<file path="src/rtl/ase_pkg.sv">
// Shared CCI-P MMIO types, CSR map indices, ERR_STATUS layout and length codes
// used by the MMIO responder and its CSR bank.
package ase_pkg;

    localparam logic [1:0] LEN_4B  = 2'b00;
    localparam logic [1:0] LEN_8B  = 2'b01;
    localparam logic [1:0] LEN_64B = 2'b10;

    localparam int CSR_DFH      = 0;
    localparam int CSR_AFU_ID_L = 1;
    localparam int CSR_AFU_ID_H = 2;
    localparam int CSR_ERR      = 3;
    localparam int CSR_RW_FIRST = 4;

    typedef struct packed {
        logic [30:0] rsvd;
        logic        proto;
        logic [15:0] unmapped;
        logic [15:0] unsup;
    } t_err_status;

    typedef struct packed {
        logic [15:0] address;
        logic [1:0]  length;
        logic [8:0]  tid;
    } t_ccip_c0_ReqMmioHdr;

    typedef struct packed {
        t_ccip_c0_ReqMmioHdr hdr;
        logic [63:0]         data;
        logic                mmioRdValid;
        logic                mmioWrValid;
    } t_if_ccip_c0_Rx;

    typedef struct packed {
        t_if_ccip_c0_Rx c0;
    } t_if_ccip_Rx;

    typedef struct packed {
        logic [8:0] tid;
    } t_ccip_c2_RspMmioHdr;

    typedef struct packed {
        t_ccip_c2_RspMmioHdr hdr;
        logic                mmioRdValid;
        logic [63:0]         data;
    } t_if_ccip_c2_Tx;

endpackage

</file>
<file path="src/rtl/ccip_mmio_csr_bank.sv">
// CSR storage: read-only identity registers, ERR_STATUS counters and RW CSRs,
// with MMIO-over-hardware write arbitration.
module ccip_mmio_csr_bank
    import ase_pkg::*;
#(
    parameter int          NUM_CSR   = 16,
    parameter logic [63:0] DFH_VALUE = 64'h1000_0000_0000_0000,
    parameter logic [63:0] AFU_ID_L  = 64'h0,
    parameter logic [63:0] AFU_ID_H  = 64'h0
)(
    input  logic                 clk,
    input  logic                 rst,
    input  logic                 i_mmio_wr_en,
    input  logic [5:0]           i_mmio_wr_idx,
    input  logic                 i_mmio_wr_upper,
    input  logic                 i_mmio_wr_len4,
    input  logic [63:0]          i_mmio_wr_data,
    input  logic                 i_hw_wr_en,
    input  logic [5:0]           i_hw_wr_idx,
    input  logic [63:0]          i_hw_wr_data,
    input  logic                 i_inc_unsup,
    input  logic                 i_inc_unmapped,
    input  logic                 i_set_proto,
    output logic [NUM_CSR*64-1:0] o_csr_q
);

    logic [63:0] r_rw [CSR_RW_FIRST:NUM_CSR-1];
    logic [15:0] r_unsup;
    logic [15:0] r_unmapped;
    logic        r_proto;
    logic        w_hw_blocked;
    logic        w_err_clr;
    t_err_status w_err;

    function automatic logic [15:0] sat_inc(input logic [15:0] v);
        return (v == 16'hFFFF) ? v : v + 16'd1;
    endfunction

    assign w_hw_blocked = i_mmio_wr_en && (i_mmio_wr_idx == i_hw_wr_idx);
    assign w_err_clr    = i_mmio_wr_en && (i_mmio_wr_idx == 6'(CSR_ERR));

    always_ff @(posedge clk) begin
        if (rst) begin
            for (int i = CSR_RW_FIRST; i < NUM_CSR; i++) r_rw[i] <= '0;
            r_unsup    <= '0;
            r_unmapped <= '0;
            r_proto    <= 1'b0;
        end else begin
            for (int i = CSR_RW_FIRST; i < NUM_CSR; i++) begin
                if (i_hw_wr_en && !w_hw_blocked && i_hw_wr_idx == 6'(i))
                    r_rw[i] <= i_hw_wr_data;
                if (i_mmio_wr_en && i_mmio_wr_idx == 6'(i)) begin
                    if (!i_mmio_wr_len4)
                        r_rw[i] <= i_mmio_wr_data;
                    else if (i_mmio_wr_upper)
                        r_rw[i][63:32] <= i_mmio_wr_data[31:0];
                    else
                        r_rw[i][31:0] <= i_mmio_wr_data[31:0];
                end
            end
            // A clearing write swallows any error reported in the same cycle.
            if (w_err_clr) begin
                r_unsup    <= '0;
                r_unmapped <= '0;
                r_proto    <= 1'b0;
            end else begin
                if (i_inc_unsup)    r_unsup    <= sat_inc(r_unsup);
                if (i_inc_unmapped) r_unmapped <= sat_inc(r_unmapped);
                if (i_set_proto)    r_proto    <= 1'b1;
            end
        end
    end

    always_comb begin
        w_err          = '0;
        w_err.unsup    = r_unsup;
        w_err.unmapped = r_unmapped;
        w_err.proto    = r_proto;
        o_csr_q        = '0;
        o_csr_q[CSR_DFH*64      +: 64] = DFH_VALUE;
        o_csr_q[CSR_AFU_ID_L*64 +: 64] = AFU_ID_L;
        o_csr_q[CSR_AFU_ID_H*64 +: 64] = AFU_ID_H;
        o_csr_q[CSR_ERR*64      +: 64] = w_err;
        for (int i = CSR_RW_FIRST; i < NUM_CSR; i++) o_csr_q[i*64 +: 64] = r_rw[i];
    end

endmodule

</file>
<file path="src/rtl/ccip_mmio_responder.sv">
// CCI-P MMIO slave: decodes MMIO requests into a CSR bank and returns read
// responses through a two-stage, fully pipelined response path.
module ccip_mmio_responder
    import ase_pkg::*;
#(
    parameter logic [15:0] MMIO_BASE = 16'h0000,
    parameter int          NUM_CSR   = 16,
    parameter logic [63:0] DFH_VALUE = 64'h1000_0000_0000_0000,
    parameter logic [63:0] AFU_ID_L  = 64'h0,
    parameter logic [63:0] AFU_ID_H  = 64'h0
)(
    input  logic                  clk,
    input  logic                  SoftReset,
    input  t_if_ccip_Rx           ccip_rx,
    output t_if_ccip_c2_Tx        ccip_c2Tx,
    input  logic                  hw_wr_en,
    input  logic [5:0]            hw_wr_idx,
    input  logic [63:0]           hw_wr_data,
    output logic [NUM_CSR*64-1:0] csr_q
);

    logic [16:0] w_off;
    logic [5:0]  w_idx;
    logic        w_in_range, w_odd, w_unsup, w_rd, w_wr, w_both;
    logic [63:0] w_word_p0, w_rdata_p0;

    logic        r_vld_p0, r_upper_p0, r_len4_p0, r_err_p0;
    logic [8:0]  r_tid_p0;
    logic [5:0]  r_idx_p0;
    logic        r_vld_p1;
    logic [8:0]  r_tid_p1;
    logic [63:0] r_data_p1;

    always_comb begin
        w_off      = {1'b0, ccip_rx.c0.hdr.address} - {1'b0, MMIO_BASE};
        w_in_range = (ccip_rx.c0.hdr.address >= MMIO_BASE) && (w_off < 17'(2*NUM_CSR));
        w_idx      = w_off[6:1];
        w_odd      = w_off[0];
        w_unsup    = (ccip_rx.c0.hdr.length == LEN_64B) || (ccip_rx.c0.hdr.length == 2'b11) ||
                     (ccip_rx.c0.hdr.length == LEN_8B && w_odd);
        w_both     = ccip_rx.c0.mmioRdValid && ccip_rx.c0.mmioWrValid;
        w_rd       = ccip_rx.c0.mmioRdValid && !ccip_rx.c0.mmioWrValid;
        w_wr       = ccip_rx.c0.mmioWrValid && !ccip_rx.c0.mmioRdValid;
    end

    ccip_mmio_csr_bank #(
        .NUM_CSR   (NUM_CSR),
        .DFH_VALUE (DFH_VALUE),
        .AFU_ID_L  (AFU_ID_L),
        .AFU_ID_H  (AFU_ID_H)
    ) u_bank (
        .clk             (clk),
        .rst             (SoftReset),
        .i_mmio_wr_en    (w_wr && w_in_range && !w_unsup),
        .i_mmio_wr_idx   (w_idx),
        .i_mmio_wr_upper (w_odd),
        .i_mmio_wr_len4  (ccip_rx.c0.hdr.length == LEN_4B),
        .i_mmio_wr_data  (ccip_rx.c0.data),
        .i_hw_wr_en      (hw_wr_en),
        .i_hw_wr_idx     (hw_wr_idx),
        .i_hw_wr_data    (hw_wr_data),
        .i_inc_unsup     ((w_rd || w_wr) && w_in_range && w_unsup),
        .i_inc_unmapped  ((w_rd || w_wr) && !w_in_range),
        .i_set_proto     (w_both),
        .o_csr_q         (csr_q)
    );

    // Stage p0 -> p1: CSR lookup happens here, so writes landed one cycle earlier are visible.
    always_comb begin
        w_word_p0 = '0;
        for (int i = 0; i < NUM_CSR; i++)
            if (r_idx_p0 == 6'(i)) w_word_p0 = csr_q[i*64 +: 64];
        if (r_err_p0)
            w_rdata_p0 = '0;
        else if (r_len4_p0)
            w_rdata_p0 = {32'h0, r_upper_p0 ? w_word_p0[63:32] : w_word_p0[31:0]};
        else
            w_rdata_p0 = w_word_p0;
    end

    always_ff @(posedge clk) begin
        if (SoftReset) begin
            r_vld_p0  <= 1'b0;
            r_vld_p1  <= 1'b0;
            r_tid_p1  <= '0;
            r_data_p1 <= '0;
        end else begin
            r_vld_p0  <= w_rd;
            r_vld_p1  <= r_vld_p0;
            r_tid_p1  <= r_vld_p0 ? r_tid_p0 : '0;
            r_data_p1 <= r_vld_p0 ? w_rdata_p0 : '0;
        end
        r_tid_p0   <= ccip_rx.c0.hdr.tid;
        r_idx_p0   <= w_idx;
        r_upper_p0 <= w_odd;
        r_len4_p0  <= (ccip_rx.c0.hdr.length == LEN_4B);
        r_err_p0   <= !w_in_range || w_unsup;
    end

    assign ccip_c2Tx = '{hdr: '{tid: r_tid_p1}, mmioRdValid: r_vld_p1, data: r_data_p1};

endmodule

</file>
<file path="config.mk">
export PLATFORM = sky130hd
export DESIGN_NAME = ccip_mmio_responder
export DESIGN_NICKNAME = d
export VERILOG_FILES = /design/src/rtl/ase_pkg.sv /design/src/rtl/ccip_mmio_csr_bank.sv /design/src/rtl/ccip_mmio_responder.sv
export SDC_FILE = /design/constraint.sdc
export NUM_CORES = 2
export LEC_CHECK = 0
export CORE_AREA = 2 2 490 492
export DETAILED_ROUTE_END_ITERATION = 8
export DIE_AREA = 0 0 492 494
export PLACE_DENSITY = 0.47
export SLEW_MARGIN = 20
export SYNTH_ARGS = -nofsm -noshare
export SYNTH_HDL_FRONTEND = slang
export SYNTH_SLANG_ARGS = --single-unit
</file>
<file path="constraint.sdc">
create_clock -name clk -period 7 [get_ports clk]
set_input_delay 1.75 -clock clk [delete_from_list [all_inputs] [get_ports clk]]
set_output_delay 1.75 -clock clk [all_outputs]
set_load 0.05 [all_outputs]
</file>
==> run_results.csv <==
group,metric,value,unit
die,std_cell_rows,179,
yosys,synth-edff-count,768,
worst_setup_path,setup.reg_to_reg.worst_slack,2.25,ns
detailed_routing,wl_met3,48.7,mm
clock_tree,worstSkewPairLatency,0.81,ns
run_status,status,"finished clean",
worst_setup_path,cp-end-kind,"flop",
yosys,netlist_top_cells_count,"sky130_fd_sc_hd__nand2_1, sky130_fd_sc_hd__edfxtp_1, sky130_fd_sc_hd__o21ai_0",
clock_tree,tritoncts,"done",
placement,port_buffers,1040,
cells_and_area,multiInputGateArea,20800,um^2
hold_path,timing.hold.worst_endpoint,"r_tid_p1[0]$_SDFF_PP0_",
detailed_routing,detailroute.wirelength.met2,181,mm
sta,post-route-min-period,5.26,ns
grt,grt_start_max_net_pins,113,
clock_tree,cts.sinks,894,
hold_path,worst_hold_startpoint,"r_tid_p0[0]$_DFF_P_",
cells_and_area,ff_latch_area,25600,um^2
detailed_routing,drtIter0Drc,8530,
placement,globalplace.congestion,0.944,
detailed_routing,postRouteWirelength,400,mm
worst_setup_path,timing.critical_path.required,7.47,ns
sta,worst_pin_slew,1.28,ns
worst_setup_path,worst-path-max-fanout,17,
die,die_x,492,um
detailed_routing,drcViolationCount,0,
die,coreArea,237000,um^2
clock_tree,cts.repair_timing.setup_buffer_count,0,
sta,finalCritPeriodShare,0.752,
power,cellPowerDensity,236,nW/um^2
yosys,syn-instance-count,4989,
clock_tree,root_buffer,"sky130_fd_sc_hd__clkbuf_16",
die,boundaryPins,1264,
sta,report.final.hold_viol_count,0,
cells_and_area,finalNetCount,6067,
grt,antenna_found_initial,65,
power,max-vdd-ir-drop,0.000209,V
detailed_routing,wl_per_cell,43.5,um
die,die_h,494,um
flow_run,maxCapViolCount,0,
grt,global_route_wire_length_before_repair,505,mm
detailed_routing,drt-met1-wl,142,mm
yosys,synthArstFlopShare,0,
worst_setup_path,worst_ep_arrival_time,5.73,ns
cells_and_area,area_delta_synth_final,37.3,%
power,report.power.total,15800,uW
detailed_routing,via_count,51200,
die,initial_cell_density_of_the_core,0.205,
detailed_routing,top_layer,"met5",
yosys,dominant_cell_by_count_in_the_synthesized_netlist,"sky130_fd_sc_hd__nand2_1",
grt,grt_overflow,0,
clock_tree,post_cts_resized,0,
yosys,yosysWarningCount,0,
yosys,synth_cell_type_count,89,
detailed_routing,ant_nets,0,
sta,setup_violations,0,
hold_path,hold_path_depth,1,
hold_path,hold_path_class,"reg -> reg",
placement,place_hpwl,299,mm
clock_tree,numCtsBuffers,113,
yosys,yosysTopAreaCell,"sky130_fd_sc_hd__edfxtp_1",
clock_tree,cts_hold_repair.buffers,0,
sta,setup_tns,0,ns
clock_tree,clkTransAtPathRegs,0.06,ns
grt,track_usage,0.315,
sta,timing.clock.skew,0.0423,ns
sta,timing_max_transition_violations_final,0,
worst_setup_path,r2r-start,"r_idx_p0[2]$_DFF_P_",
clock_tree,cts-root-to-sink-buffers,3,
cells_and_area,filler_cell_count,24900,
yosys,synth-seq-area-share,0.526,
detailed_routing,average_via_count_per_standard_cell,5.56,
yosys,post_syn_area,48600,um^2
yosys,number_of_flip_flops_and_latches_in_the_synthesized_netlist,894,
yosys,synthesis.area_per_instance,9.75,um^2
sta,max_slew_margin,0.146,
sta,grt_setup_unrepaired,"false",
worst_setup_path,worst-setup-path-type,"in -> reg",
cells_and_area,fraction_of_layout_instances_using_a_drive_strength_above_1,0.111,
detailed_routing,drt-pass1-iter-count,6,
yosys,synthDominantCellAreaShare,0.474,
worst_setup_path,startpoint_type,"input pin",
sta,fmaxAchievable,190,MHz
die,floorplan.die_area,243000,um^2
yosys,yosys_most_used_dff,"sky130_fd_sc_hd__edfxtp_1",
yosys,synthTopCellsByArea,"sky130_fd_sc_hd__edfxtp_1, sky130_fd_sc_hd__nand2_1, sky130_fd_sc_hd__o21ai_0, sky130_fd_sc_hd__dfxtp_1, sky130_fd_sc_hd__buf_4",
worst_setup_path,worst-r2r-cell-count,9,
grt,vias_in_the_first_global_route,46400,
power,leakage,0.0212,uW
clock_tree,ctsHtreeMaxLevel,3,
worst_setup_path,rr_endpoint,"r_data_p1[24]$_SDFF_PP0_",
cells_and_area,final_core_util,0.281,
==> registers in the layout, summed over array words and instances (netlist names) <==
signal and count:
r_data_p1 64, r_len4_p0 1, r_idx_p0 6, u_bank.r_unsup 16, r_vld_p0 1, u_bank.r_proto 1
r_upper_p0 1, u_bank.r_unmapped 16, r_tid_p0 9, u_bank.r_rw 768, r_tid_p1 9, r_vld_p1 1
r_err_p0 1
==> power by group <==
part	switching, uW	total [uW]	internal (uW)
clock network	2700	6260	3550
registers	371	6410	6040
logic	2370	3090	722
==> layout make-up <==
type | instances | share of cell area
Sequential cell | 894 | 0.383
Inverter | 27 | 0.00152
Multi-Input combinational cell | 3583 | 0.311
Timing Repair Buffer | 1277 | 0.187
Antenna cell | 36 | 0.00135
Clock inverter | 70 | 0.0117
Clock buffer | 145 | 0.0455
Tap cell | 3167 | 0.0593
==> per-stage QoR <==
| step | setup WS, ns | area, um^2 | cells | hold WS [ns] |
|---|---|---|---|---|
| 2_1_floorplan | 0.842 | 49500 | 5210 | 0.406 |
| 3_3_place_gp | 1.02 | 62800 | 8946 | 0.409 |
| 3_5_place_dp | 0.944 | 62900 | 8947 | 0.414 |
| 4_1_cts | 1.82 | 66700 | 9162 | 0.390 |
| 5_1_grt | 1.69 | 66700 | 9177 | 0.402 |
| 6_report | 1.74 | 66800 | 9199 | 0.394 |
==> worst max-delay path: stages <==
cell                              delay, ns
sky130_fd_sc_hd__clkdlybuf4s50_1       0.58
sky130_fd_sc_hd__a21oi_1               0.48
sky130_fd_sc_hd__nor4b_4               0.70
sky130_fd_sc_hd__nand4b_4              0.64
sky130_fd_sc_hd__o21ai_4               1.08
sky130_fd_sc_hd__buf_4                 0.43
==> layer usage <==
metal,GRT usage,vias up
met5,0,-
met4,0.180,22
met3,0.103,916
met2,0.505,4816
met1,0.370,25600
li1,-,19800
==> cell usage in the layout, fill, tap and decap left out, drive strengths merged, types with 12 or more instances in the layout <==
cell type,synthesis,routed
a211oi,53,53
a21oi,136,136
a221oi,33,33
a22oi,193,193
a2bb2oi,27,27
a31oi,18,18
a32o,24,24
and2,20,20
and3,12,12
buf,417,245
bufinv,0,13
clkbuf,289,145
clkdlybuf4s50,0,1032
clkinv,0,45
conb,2,223
dfxtp,126,126
diode,0,36
edfxtp,768,768
inv,27,31
mux2,34,34
mux2i,68,68
mux4,29,29
nand2,1121,1121
nand2b,24,24
nand3,37,37
nand4,13,13
nor2,217,217
nor2b,37,37
nor3,41,41
o211ai,216,216
o21ai,708,708
o221a,14,14
o221ai,39,39
o22ai,68,68
xnor2,13,13
xor2,18,18
==> logic make-up (layout without fill, tap and decap cells) <==
group           Yosys count  in the layout  share of synthesized area
compound gates         1621           1621                      0.213
simple gates           1572           1572                      0.138
flops                   894            894                      0.526
buf+inv                 733           1519                     0.0800
mux                     131            131                     0.0353
xor+xnor                 31             31                    0.00558
fa+ha+maj                 5              5                    0.00129
other cells               2            259                   0.000154
==> how the worst max path moves through the flow <==
stage | startpoint | end | slack, ns | cells past startpoint
after floorplan | ccip_rx[91] | u_bank.r_rw[3][64]$_DFFE_PP_ | 0.84 | 5
after global placement | ccip_rx[75] | u_bank.r_rw[3][65]$_DFFE_PP_ | 1.02 | 6
after detailed placement | ccip_rx[75] | u_bank.r_rw[3][89]$_DFFE_PP_ | 0.94 | 6
after CTS | ccip_rx[75] | u_bank.r_rw[3][89]$_DFFE_PP_ | 1.82 | 6
after global routing | ccip_rx[75] | u_bank.r_rw[3][67]$_DFFE_PP_ | 1.69 | 6
final | ccip_rx[75] | u_bank.r_rw[3][83]$_DFFE_PP_ | 1.74 | 6
No activity file was read; power rests on OpenSTA's default activity.
